## src/rtl/fetch_pc_unit.sv

```systemverilog
// fetch_pc_unit
// -------------
// Fetch stage owning the program counter. The current fetch PC is presented
// to the branch buffer, whose predicted next PC is taken as the next PC unless
// a branch resolved in EX was mispredicted, in which case fetch is redirected
// to the correct PC and the younger instruction in IF/ID is invalidated.
// The fetched instruction and its prediction metadata are latched into the
// IF/ID register. Two saturating counters track resolved branches and
// mispredictions.
//
// Ports:
//   clk, rst                 clock, synchronous active-high reset
//   F_BP_target_pc/F_BP_taken predicted next PC and taken bit for F_pc
//   F_instr                  instruction memory data for F_pc (same cycle)
//   F_stall                  decode hazard stall: hold PC and IF/ID
//   MEM_stall                memory stall: freeze entire front end
//   EX_*                     resolution info of the instruction in EX
//   F_pc                     current fetch PC (registered)
//   D_*                      IF/ID register contents (registered)
//   X_flush                  combinational kill of ID/EX on a mispredict
//   branch_cnt, mispred_cnt  saturating performance counters (registered)

module fetch_pc_unit #(
    parameter int                 PC_BITS    = 12,
    parameter int                 INSTR_BITS = 32,
    parameter logic [PC_BITS-1:0] RESET_PC   = '0,
    parameter int                 CNT_BITS   = 16
) (
    input  logic                  clk,
    input  logic                  rst,
    input  logic [PC_BITS-1:0]    F_BP_target_pc,
    input  logic                  F_BP_taken,
    input  logic [INSTR_BITS-1:0] F_instr,
    input  logic                  F_stall,
    input  logic                  MEM_stall,
    input  logic                  EX_brn,
    input  logic [PC_BITS-1:0]    EX_pc,
    input  logic [PC_BITS-1:0]    EX_alu_out,
    input  logic                  EX_true_taken,
    input  logic                  EX_pred_taken,
    input  logic [PC_BITS-1:0]    EX_pred_target,
    output logic [PC_BITS-1:0]    F_pc,
    output logic                  D_valid,
    output logic [PC_BITS-1:0]    D_pc,
    output logic [INSTR_BITS-1:0] D_instr,
    output logic                  D_pred_taken,
    output logic [PC_BITS-1:0]    D_pred_target,
    output logic                  X_flush,
    output logic [CNT_BITS-1:0]   branch_cnt,
    output logic [CNT_BITS-1:0]   mispred_cnt
);

    // Saturating increment: sticks at all-ones instead of wrapping.
    function automatic logic [CNT_BITS-1:0] sat_inc(input logic [CNT_BITS-1:0] v);
        logic [CNT_BITS-1:0] r;
        if (v == {CNT_BITS{1'b1}}) begin
            r = v;
        end else begin
            r = v + CNT_BITS'(1);
        end
        return r;
    endfunction

    logic [PC_BITS-1:0]    pc_r;
    logic                  d_valid_r;
    logic [PC_BITS-1:0]    d_pc_r;
    logic [INSTR_BITS-1:0] d_instr_r;
    logic                  d_pred_taken_r;
    logic [PC_BITS-1:0]    d_pred_target_r;
    logic [CNT_BITS-1:0]   branch_cnt_r;
    logic [CNT_BITS-1:0]   mispred_cnt_r;

    logic                  mis_s;
    logic [PC_BITS-1:0]    correct_pc_s;
    logic                  br_evt_s;

    // Mispredict detection and redirect target from the EX resolution.
    // A taken branch with the right direction but wrong target also counts.
    // The not-taken PC wraps naturally at PC_BITS.
    always_comb begin
        mis_s        = 1'b0;
        correct_pc_s = '0;
        br_evt_s     = EX_brn & ~MEM_stall;
        if (br_evt_s) begin
            mis_s = (EX_true_taken != EX_pred_taken) |
                    (EX_true_taken & (EX_pred_target != EX_alu_out));
        end else begin
            mis_s = 1'b0;
        end
        if (EX_true_taken) begin
            correct_pc_s = EX_alu_out;
        end else begin
            correct_pc_s = EX_pc + PC_BITS'(1);
        end
    end

    // PC and IF/ID register: reset > MEM_stall > mispredict > F_stall > fetch.
    always_ff @(posedge clk) begin
        if (rst) begin
            pc_r            <= RESET_PC;
            d_valid_r       <= 1'b0;
            d_pc_r          <= '0;
            d_instr_r       <= '0;
            d_pred_taken_r  <= 1'b0;
            d_pred_target_r <= '0;
        end else if (!MEM_stall) begin
            if (mis_s) begin
                pc_r      <= correct_pc_s;
                d_valid_r <= 1'b0;
            end else if (!F_stall) begin
                pc_r            <= F_BP_target_pc;
                d_valid_r       <= 1'b1;
                d_pc_r          <= pc_r;
                d_instr_r       <= F_instr;
                d_pred_taken_r  <= F_BP_taken;
                d_pred_target_r <= F_BP_target_pc;
            end
        end
    end

    // Performance counters, advanced only for branches actually resolving.
    always_ff @(posedge clk) begin
        if (rst) begin
            branch_cnt_r  <= '0;
            mispred_cnt_r <= '0;
        end else if (br_evt_s) begin
            branch_cnt_r <= sat_inc(branch_cnt_r);
            if (mis_s) begin
                mispred_cnt_r <= sat_inc(mispred_cnt_r);
            end
        end
    end

    assign F_pc          = pc_r;
    assign D_valid       = d_valid_r;
    assign D_pc          = d_pc_r;
    assign D_instr       = d_instr_r;
    assign D_pred_taken  = d_pred_taken_r;
    assign D_pred_target = d_pred_target_r;
    assign X_flush       = mis_s;
    assign branch_cnt    = branch_cnt_r;
    assign mispred_cnt   = mispred_cnt_r;

endmodule

```

## config.mk

```make
export PLATFORM = sky130hd
export DESIGN_NAME = fetch_pc_unit
export DESIGN_NICKNAME = d
export VERILOG_FILES = /design/src/rtl/fetch_pc_unit.sv
export SDC_FILE = /design/constraint.sdc
export NUM_CORES = 1
export LEC_CHECK = 0
export CORE_MARGIN = 4
export CORE_UTILIZATION = 29
export CTS_BUF_LIST = sky130_fd_sc_hd__clkbuf_8
export DETAILED_ROUTE_END_ITERATION = 7
export GPL_TIMING_DRIVEN = 0
export SYNTH_ARGS = -nofsm -noshare
export SYNTH_HDL_FRONTEND = slang
export SYNTH_SLANG_ARGS = --single-unit
```

## constraint.sdc

```tcl
create_clock -name clk -period 1.8 [get_ports clk]
set_input_delay 0.27 -clock clk [delete_from_list [all_inputs] [get_ports clk]]
set_output_delay 0.27 -clock clk [all_outputs]
set_load 0.05 [all_outputs]
```

### After elaboration in Yosys (flattened, before gate mapping)

Index checks and enable logic that the tools add are counted.

* divide/modulo/power cells: 0
* $lt $le $gt $ge: 0
* add/sub/neg operators: 3
* mux-type cells: 6
* equal/unequal tests: 5
* bitwise gates (word level): 8
* reductions and logical operators: 4
* multipliers: 0
* shift-type cells: 0

Operators by type and width (number)
* two-way mux 12 bit: 3
* adder 16 x 1 -> 16 bit (second input constant): 2
* equality test 16 bit (second input constant): 2
* adder 12 x 1 -> 12 bit (second input constant): 1
* != test 12 bit: 1
* AND reduction 3 bit: 2
* inverter 1 bit: 5
* AND reduction 2 bit: 2
* two-way mux 1 bit: 3
* AND 1 bit: 2
* != test 2 x 1 -> 1 bit (second input constant): 1
* != test 1 bit: 1
* OR 1 bit: 1

* memories kept: 0
* logic and storage cells: 34
* ROM bits: 0
* memory bits (writable): 0
* register bits: 102
* output and inout bits: 103
* bits in latches: 0

### Longest topological paths before layout

Gate-level depths: netlist (run 1).

* depth in word-level cells: 6
* mapped depth: 8

### Worst setup path before layout (run 1)

No wires, ideal clock.

* path type: reg2reg
* start point: register mispred_cnt_r[2], in the netlist mispred_cnt[2]
* end point: register mispred_cnt_r[3], in the netlist mispred_cnt[3]
* buffers on the path: 3
* clock period less this slack: 2178 ps
* arrival: 2063 ps
* stages on the path, launching flop included: 9
* setup slack: -378 ps
* cells stage by stage: dfxtp_1 > and4_1 > buf_2 > nand4_1 > o21ai_0 > buf_2 > buf_2 > nor4_1 > o21ba_2

* longest elaborated chain between the ends: 3

RTL lines
* from (decl): RTL line 71 `logic [CNT_BITS-1:0] mispred_cnt_r;`
* from (signal assigned): RTL line 129 `mispred_cnt_r <= sat_inc(mispred_cnt_r);`
* parallel branches: the longest is 3 deep, another holds adder 16 x 1 -> 16 bit

Parallel ways; which one is timed is not known.
A chain may end at the register's enable or synchronous reset.

### Worst setup path after layout (run 1)

* start point: register mispred_cnt_r[7], in the netlist mispred_cnt[7]
* end point: register mispred_cnt_r[15], in the netlist mispred_cnt[15]

The elaborated chain is that of the path after synthesis.

==> flow_summary.ini, run 1 <==
[timing]
hold_violations = 0
rsz0062_at_grt = yes
fmax_mhz = 550
max_slew_margin_pct = 56.2
finalWorstSetupSlack_ps = -18.6
slew_viol_final = 0
whs_ps = 239
finalCritPeriodShare_pct = 101
finClkSkew_ps = 18.8
setup_viol = 2
fin_crit_ps = 1820
worst_pin_slew_ps = 658

[worst_setup_path]
cp_max_fo = 6
crit_type = flop to flop
endpoint_kind = flop
critPathArrivalTime_ps = 2130
start_kind = flop
r2r_cells = 5
r2r_setup_slack_ps = -20
crit_required_ps = 2110
r2r-start = mispred_cnt[7]
r2r-end = mispred_cnt[15]

[layout]
register_area_um2 = 2090
multi_input_area_um2 = 2570
fillers = 1402
diodes = 0
area_delta_synth_final_pct = 66.6
stdcell_count = 891
mostFrequentLayoutCell = dlygate4sd2_1
nNetsFinal = 793
mostFrequentLayoutCells = 107 x dlygate4sd2_1, 82 x dfxtp_1, 57 x a22o_1, 54 x clkdlybuf4s50_1, 37 x nor2_1
drive_above_1_share_pct = 23.5

[power_and_ir_drop]
ir_drop_mv = 0.374
power_density_nw_per_um2 = 662
leakage_uw = 0.00323

[floorplan]
start_util_pct = 30.1
dieArea_um2 = 17400
dieWidth_um = 132
die_h_um = 132
placementRows = 44
coreArea_um2 = 14800
ios = 191

[global_routing]
overflow = 0
grt_pass1_wl_mm = 24.0
grt_max_degree = 20
grtUsageTotal_pct = 17.0
antenna_found_initial = 0
grt_pass1_vias = 4545

[clock_tree]
cts-htree-levels = 3
cts-root-buf = clkbuf_8
clk_latency_ps = 390
clk_path_buf_depth = 2
cts_tree = done
cts_sinks = 102
cts_made_buffers = 9
clk_pin_slew_worst_paths_ps = 100

[placement]
port_buffers = 189
dp_hpwl_mm = 11.9
gp_congestion = 0.861
post-place-ws_ps = -1250
place_inst = 846

[run]
cap_violations = 0

[logic_synthesis]
synth_edf_count = 0
ys.flop_type = dfxtp_1
synth-seq-area-share_pct = 46.0
ys_ff_latch = 102
synth_area_um2 = 4440
synth-async-reset-ratio_pct = 0
syn_avg_cell_area_um2 = 9.39
synth_warnings = 0
synth_cell_type_count = 48
synthCells = 473
synth.net_count = 564

[hold_path]
hold_depth = 3
holdPathEnd = F_pc[8]
hold_class = input port to flop
holdCritStartpoint = EX_alu_out[8]

[detailed_routing]
drt_iter0_markers = 288
drt-wirelength-per-cell_um = 18.0
drc = 0
first_pass_iters = 6
vias = 4542
wl_mm = 16.0
ant_nets = 0
avgViaCountPerCell = 5.10

[run_status]
status = finished with violations
violations = setup timing
==> worst max-delay path by stage <==
stage / from / endpoint / slack (ps)
finish: mispred_cnt[7] / mispred_cnt[15] / -20
global route: mispred_cnt[4] / mispred_cnt[15] / -80
CTS: EX_alu_out[4] / X_flush / -90
detailed placement: EX_alu_out[7] / X_flush / -1250
global placement: EX_alu_out[7] / X_flush / -1260
floorplan: mispred_cnt[2] / mispred_cnt[3] / -50
==> repair_timing <==
item	4_1_cts	5_1_grt
setup endpoints to repair	205	63
pin swaps	17	33
setup buffers	12	13
hold buffers	0	0
gates cloned	1	4
gates resized for setup	210	95
==> critical path: stages (launching register included) <==
cell	delay [ps]
dfxtp_4	410
and4_4	260
nand2_1	80
or4_1	530
or3_1	340
a21oi_2	130
==> through the flow <==
stage,setup TNS [ps],utilization (%),instance area [um2],power (uW)
floorplan,-89.2,-,4490,2960
global placement,-83530,44.8,6610,3430
detailed placement,-84510,44.8,6610,3440
CTS,-85.7,47.5,7000,4890
global route,-188,50.2,7400,5100
finish,-24.1,50.2,7400,4900
==> cells by family after synthesis <==
kind of cell / count (synthesis) / share of synthesized area (%)
flops: 102 / 46.0
compound gates: 133 / 22.2
xor+xnor: 34 / 6.70
buf+inv: 43 / 4.06
simple gates: 149 / 18.1
fa+ha+maj: 3 / 0.845
mux: 9 / 2.14
==> report_power, final <==
group | internal, uW | switching, uW | total (uW)
clock | 581 | 910 | 1490
combinational | 410 | 618 | 1030
sequential | 2330 | 57.2 | 2380
total | 3320 | 1580 | 4900
==> synth_stat cells, drive strengths merged, types with 2 or more instances <==
cell type	n	area, um2
a311oi	3	26.3
nand2	21	78.8
a211oi	5	37.5
a31oi	2	12.5
and3	6	37.5
ha	3	37.5
and4	3	26.3
nand4	16	100
xnor2	19	166
clkbuf	18	68.8
a2111oi	5	43.8
o21ai	23	115
nand3	16	80.1
mux2	4	45.0
xor2	15	131
buf	16	77.6
a21oi	19	95.1
or3	3	18.8
nand3b	2	15.0
a22o	57	499
o2111ai	2	17.5
nor3	7	35.0
inv	9	33.8
nor4	7	50.1
and2	4	25.0
o41ai	3	26.3
dfxtp	102	2040
or4	10	75.1
nor4b	2	17.5
o31ai	10	75.1
mux2i	5	50.1
nor2	39	149
or2	3	18.8
nor2b	5	31.3
nand2b	2	20.0
==> cell type report <==
type                       instances  area share (%)
buffer                            33            3.55
timing repair buffer             219            27.2
sequential                       102            28.2
tap                              184            3.11
clock buffer                      10            1.86
inverter                           9           0.490
clock inverter                     6           0.845
multi-input combinational        328            34.8
==> flip-flops by register name (all words and copies together) (netlist names) <==
signal         count
D_pred_taken       1
D_instr           32
D_valid            1
D_pc              12
D_pred_target     12
branch_cnt        16
mispred_cnt       16
F_pc              12
==> layer usage <==
metal  vias up  global-route usage [%]  share of wire [%]
met1      2125                    20.8                 43
li1       2231                       -                  -
met4         0                    6.71                2.3
met5         -                       0                  0
met2       160                    28.9                 49
met3        26                    4.12                6.2
Note: power is estimated with default switching activity, not from simulation.
==> inputs of run 2 (changes only) <==
--- a/config.mk
+++ b/config.mk
@@ -10,6 +10,8 @@
 export CTS_BUF_LIST = sky130_fd_sc_hd__clkbuf_8
 export DETAILED_ROUTE_END_ITERATION = 7
 export GPL_TIMING_DRIVEN = 0
+export PLACE_DENSITY_LB_ADDON = 0.08
+export SLEW_MARGIN = 15
 export SYNTH_ARGS = -nofsm -noshare
 export SYNTH_HDL_FRONTEND = slang
 export SYNTH_SLANG_ARGS = --single-unit
==> run 2 against run 1 <==
Effect of this change:
- the run still ends with setup timing left
- fmax increased by 0.54%
- die area unchanged
- global-route usage about the same
- first-iteration DRC count decreased by 13%
- sequential share of layout area increased by 0.38 points
- critical path depth unchanged
- flip-flop and latch count unchanged
- utilization decreased by 0.67 points
- critical path type unchanged
- largest cell class unchanged
- highest routed layer unchanged
==> flow_summary.ini, run 2 (synthesized netlist as in run 1, its figures left out) <==
[timing]
whs_ps = 247
setup_viol = 1
finalCritPeriodShare_pct = 100
finClkSkew_ps = 17.2
finalWorstSetupSlack_ps = -8.87
rsz0062_at_grt = yes
worst_pin_slew_ps = 628
max_slew_margin_pct = 58.0
slew_viol_final = 0
hold_violations = 0
fmax_mhz = 553
fin_crit_ps = 1810

[global_routing]
grt_pass1_vias = 4446
antenna_found_initial = 0
grtUsageTotal_pct = 17.0
grt_pass1_wl_mm = 24.0
grt_max_degree = 19
overflow = 0

[layout]
finish.utilization_pct = 49.5
largest_register_ffs = 32
final_cell_area_um2 = 7300
mostFrequentLayoutCells = 108 x dlygate4sd2_1, 82 x dfxtp_1, 57 x a22o_1, 55 x clkdlybuf4s50_1, 37 x nor2_1
nNetsFinal = 788
area_delta_synth_final_pct = 64.4
drive_above_1_share_pct = 20.8
mostFrequentLayoutCell = dlygate4sd2_1
diodes = 0

[floorplan]
dieArea_um2 = 17400
die_h_um = 132
coreArea_um2 = 14800
placementRows = 44
start_util_pct = 30.1
ios = 191
dieWidth_um = 132

[power_and_ir_drop]
power_density_nw_per_um2 = 716
leakage_uw = 0.00322
ir_drop_mv = 0.318
p_total_uw = 5230

[worst_setup_path]
worst-path-stages = 5
endpoint_kind = flop
path_cells = and4_2 > nand2_1 > or4_4 > or3_4 > a21oi_2
r2r-end = mispred_cnt[15]
cpMaxStageDelayCell = or4_4
start_kind = flop
max_stage_delay_ps = 510
cp_top_family = simple AND/OR/NAND/NOR gates
r2r_cells = 5
crit_path_end = mispred_cnt[15]
cp_max_fo = 5
startpoint = mispred_cnt[8]
cp_num_buf_inv = 0
r2r_setup_slack_ps = -9
crit_type = flop to flop
critPathArrivalTime_ps = 2110
r2r-start = mispred_cnt[8]
crit_required_ps = 2100

[placement]
post-place-ws_ps = -1260
port_buffers = 189
place_area_um2 = 6610
gp_congestion = 0.837
dp_hpwl_mm = 11.9

[run_status]
status = finished with violations
violations = setup timing

[clock_tree]
cts-htree-levels = 3
cts_made_buffers = 9
clk_pin_slew_worst_paths_ps = 110
clk_latency_ps = 390
cts_tree = done
cts_sinks = 102
cts-root-buf = clkbuf_8
clk_path_buf_depth = 2

[detailed_routing]
avgViaCountPerCell = 5.18
ant_nets = 0
drt_iter0_markers = 250
first_pass_iters = 5
wl_mm = 15.7
drt-wirelength-per-cell_um = 17.7
drc = 0
vias = 4592

[run]
cap_violations = 0

[hold_path]
hold_class = input port to flop
-- run 2: changes by cell type in the layout (fill, tap and decap cells not counted), moves of 3 or more --
cell	before	now
or4_4	4	1
or4_1	6	9
clkbuf_16	4	0
a21oi_2	6	1
a21oi_1	13	18
bufinv_16	0	3
buf_4	26	21
-- run 2: where the power goes --
group	internal, uW	switching (uW)
Combinational	422	612
Clock	943	871
Sequential	2330	54.2
-- run 2: metal layers --
metal	wire, um	share of wire, %	track usage [%]	up-vias
met3	907	5.8	4.96	14
li1	-	-	-	2226
met4	227	1.4	4.84	0
met2	7570	48	28.1	157
met5	0	0	0	-
met1	6970	44	21.7	2195
-- run 2: worst register-to-register path, stage by stage (launching register included) --
cell and delay, ps:
dfxtp_4 380, and4_2 280, nand2_1 80, or4_4 510, or3_4 340, a21oi_2 130
-- run 2: worst min path at each step --
stage | slack, ps | to | depth (start not counted) | from
floorplan | 400 | D_instr[10] | 1 | F_instr[10]
global placement | 460 | D_instr[2] | 1 | D_instr[2]
detailed placement | 460 | D_instr[2] | 1 | D_instr[2]
CTS | 320 | F_pc[8] | 3 | EX_alu_out[8]
global route | 230 | F_pc[11] | 3 | EX_alu_out[11]
finish | 250 | F_pc[11] | 3 | EX_alu_out[11]
-- run 2: repair_timing --
action | CTS | global route
endpoints found under the setup margin | 205 | 88
hold buffers | 0 | 0
pin swaps | 21 | 23
cloned | 3 | 0
setup buffers | 15 | 8
endpoints found under the hold margin | 0 | 0
resized for setup | 218 | 64
-- run 2: layout make-up --
cell class | instances | area, um2
fill | 1445 | 7450
multi-input combinational | 328 | 2470
sequential | 102 | 2090
timing repair buffer | 215 | 1990
buffer | 32 | 238
tap | 184 | 230
clock inverter | 7 | 128
clock buffer | 9 | 124
inverter | 9 | 36.3
-- run 2: per-stage QoR --
stage,cells,TNS [ps]
3_5_place_dp,846,-88000
4_1_cts,879,-59.5
5_1_grt,886,-226
3_3_place_gp,846,-87350
2_1_floorplan,473,-89.2
6_report,886,-8.87
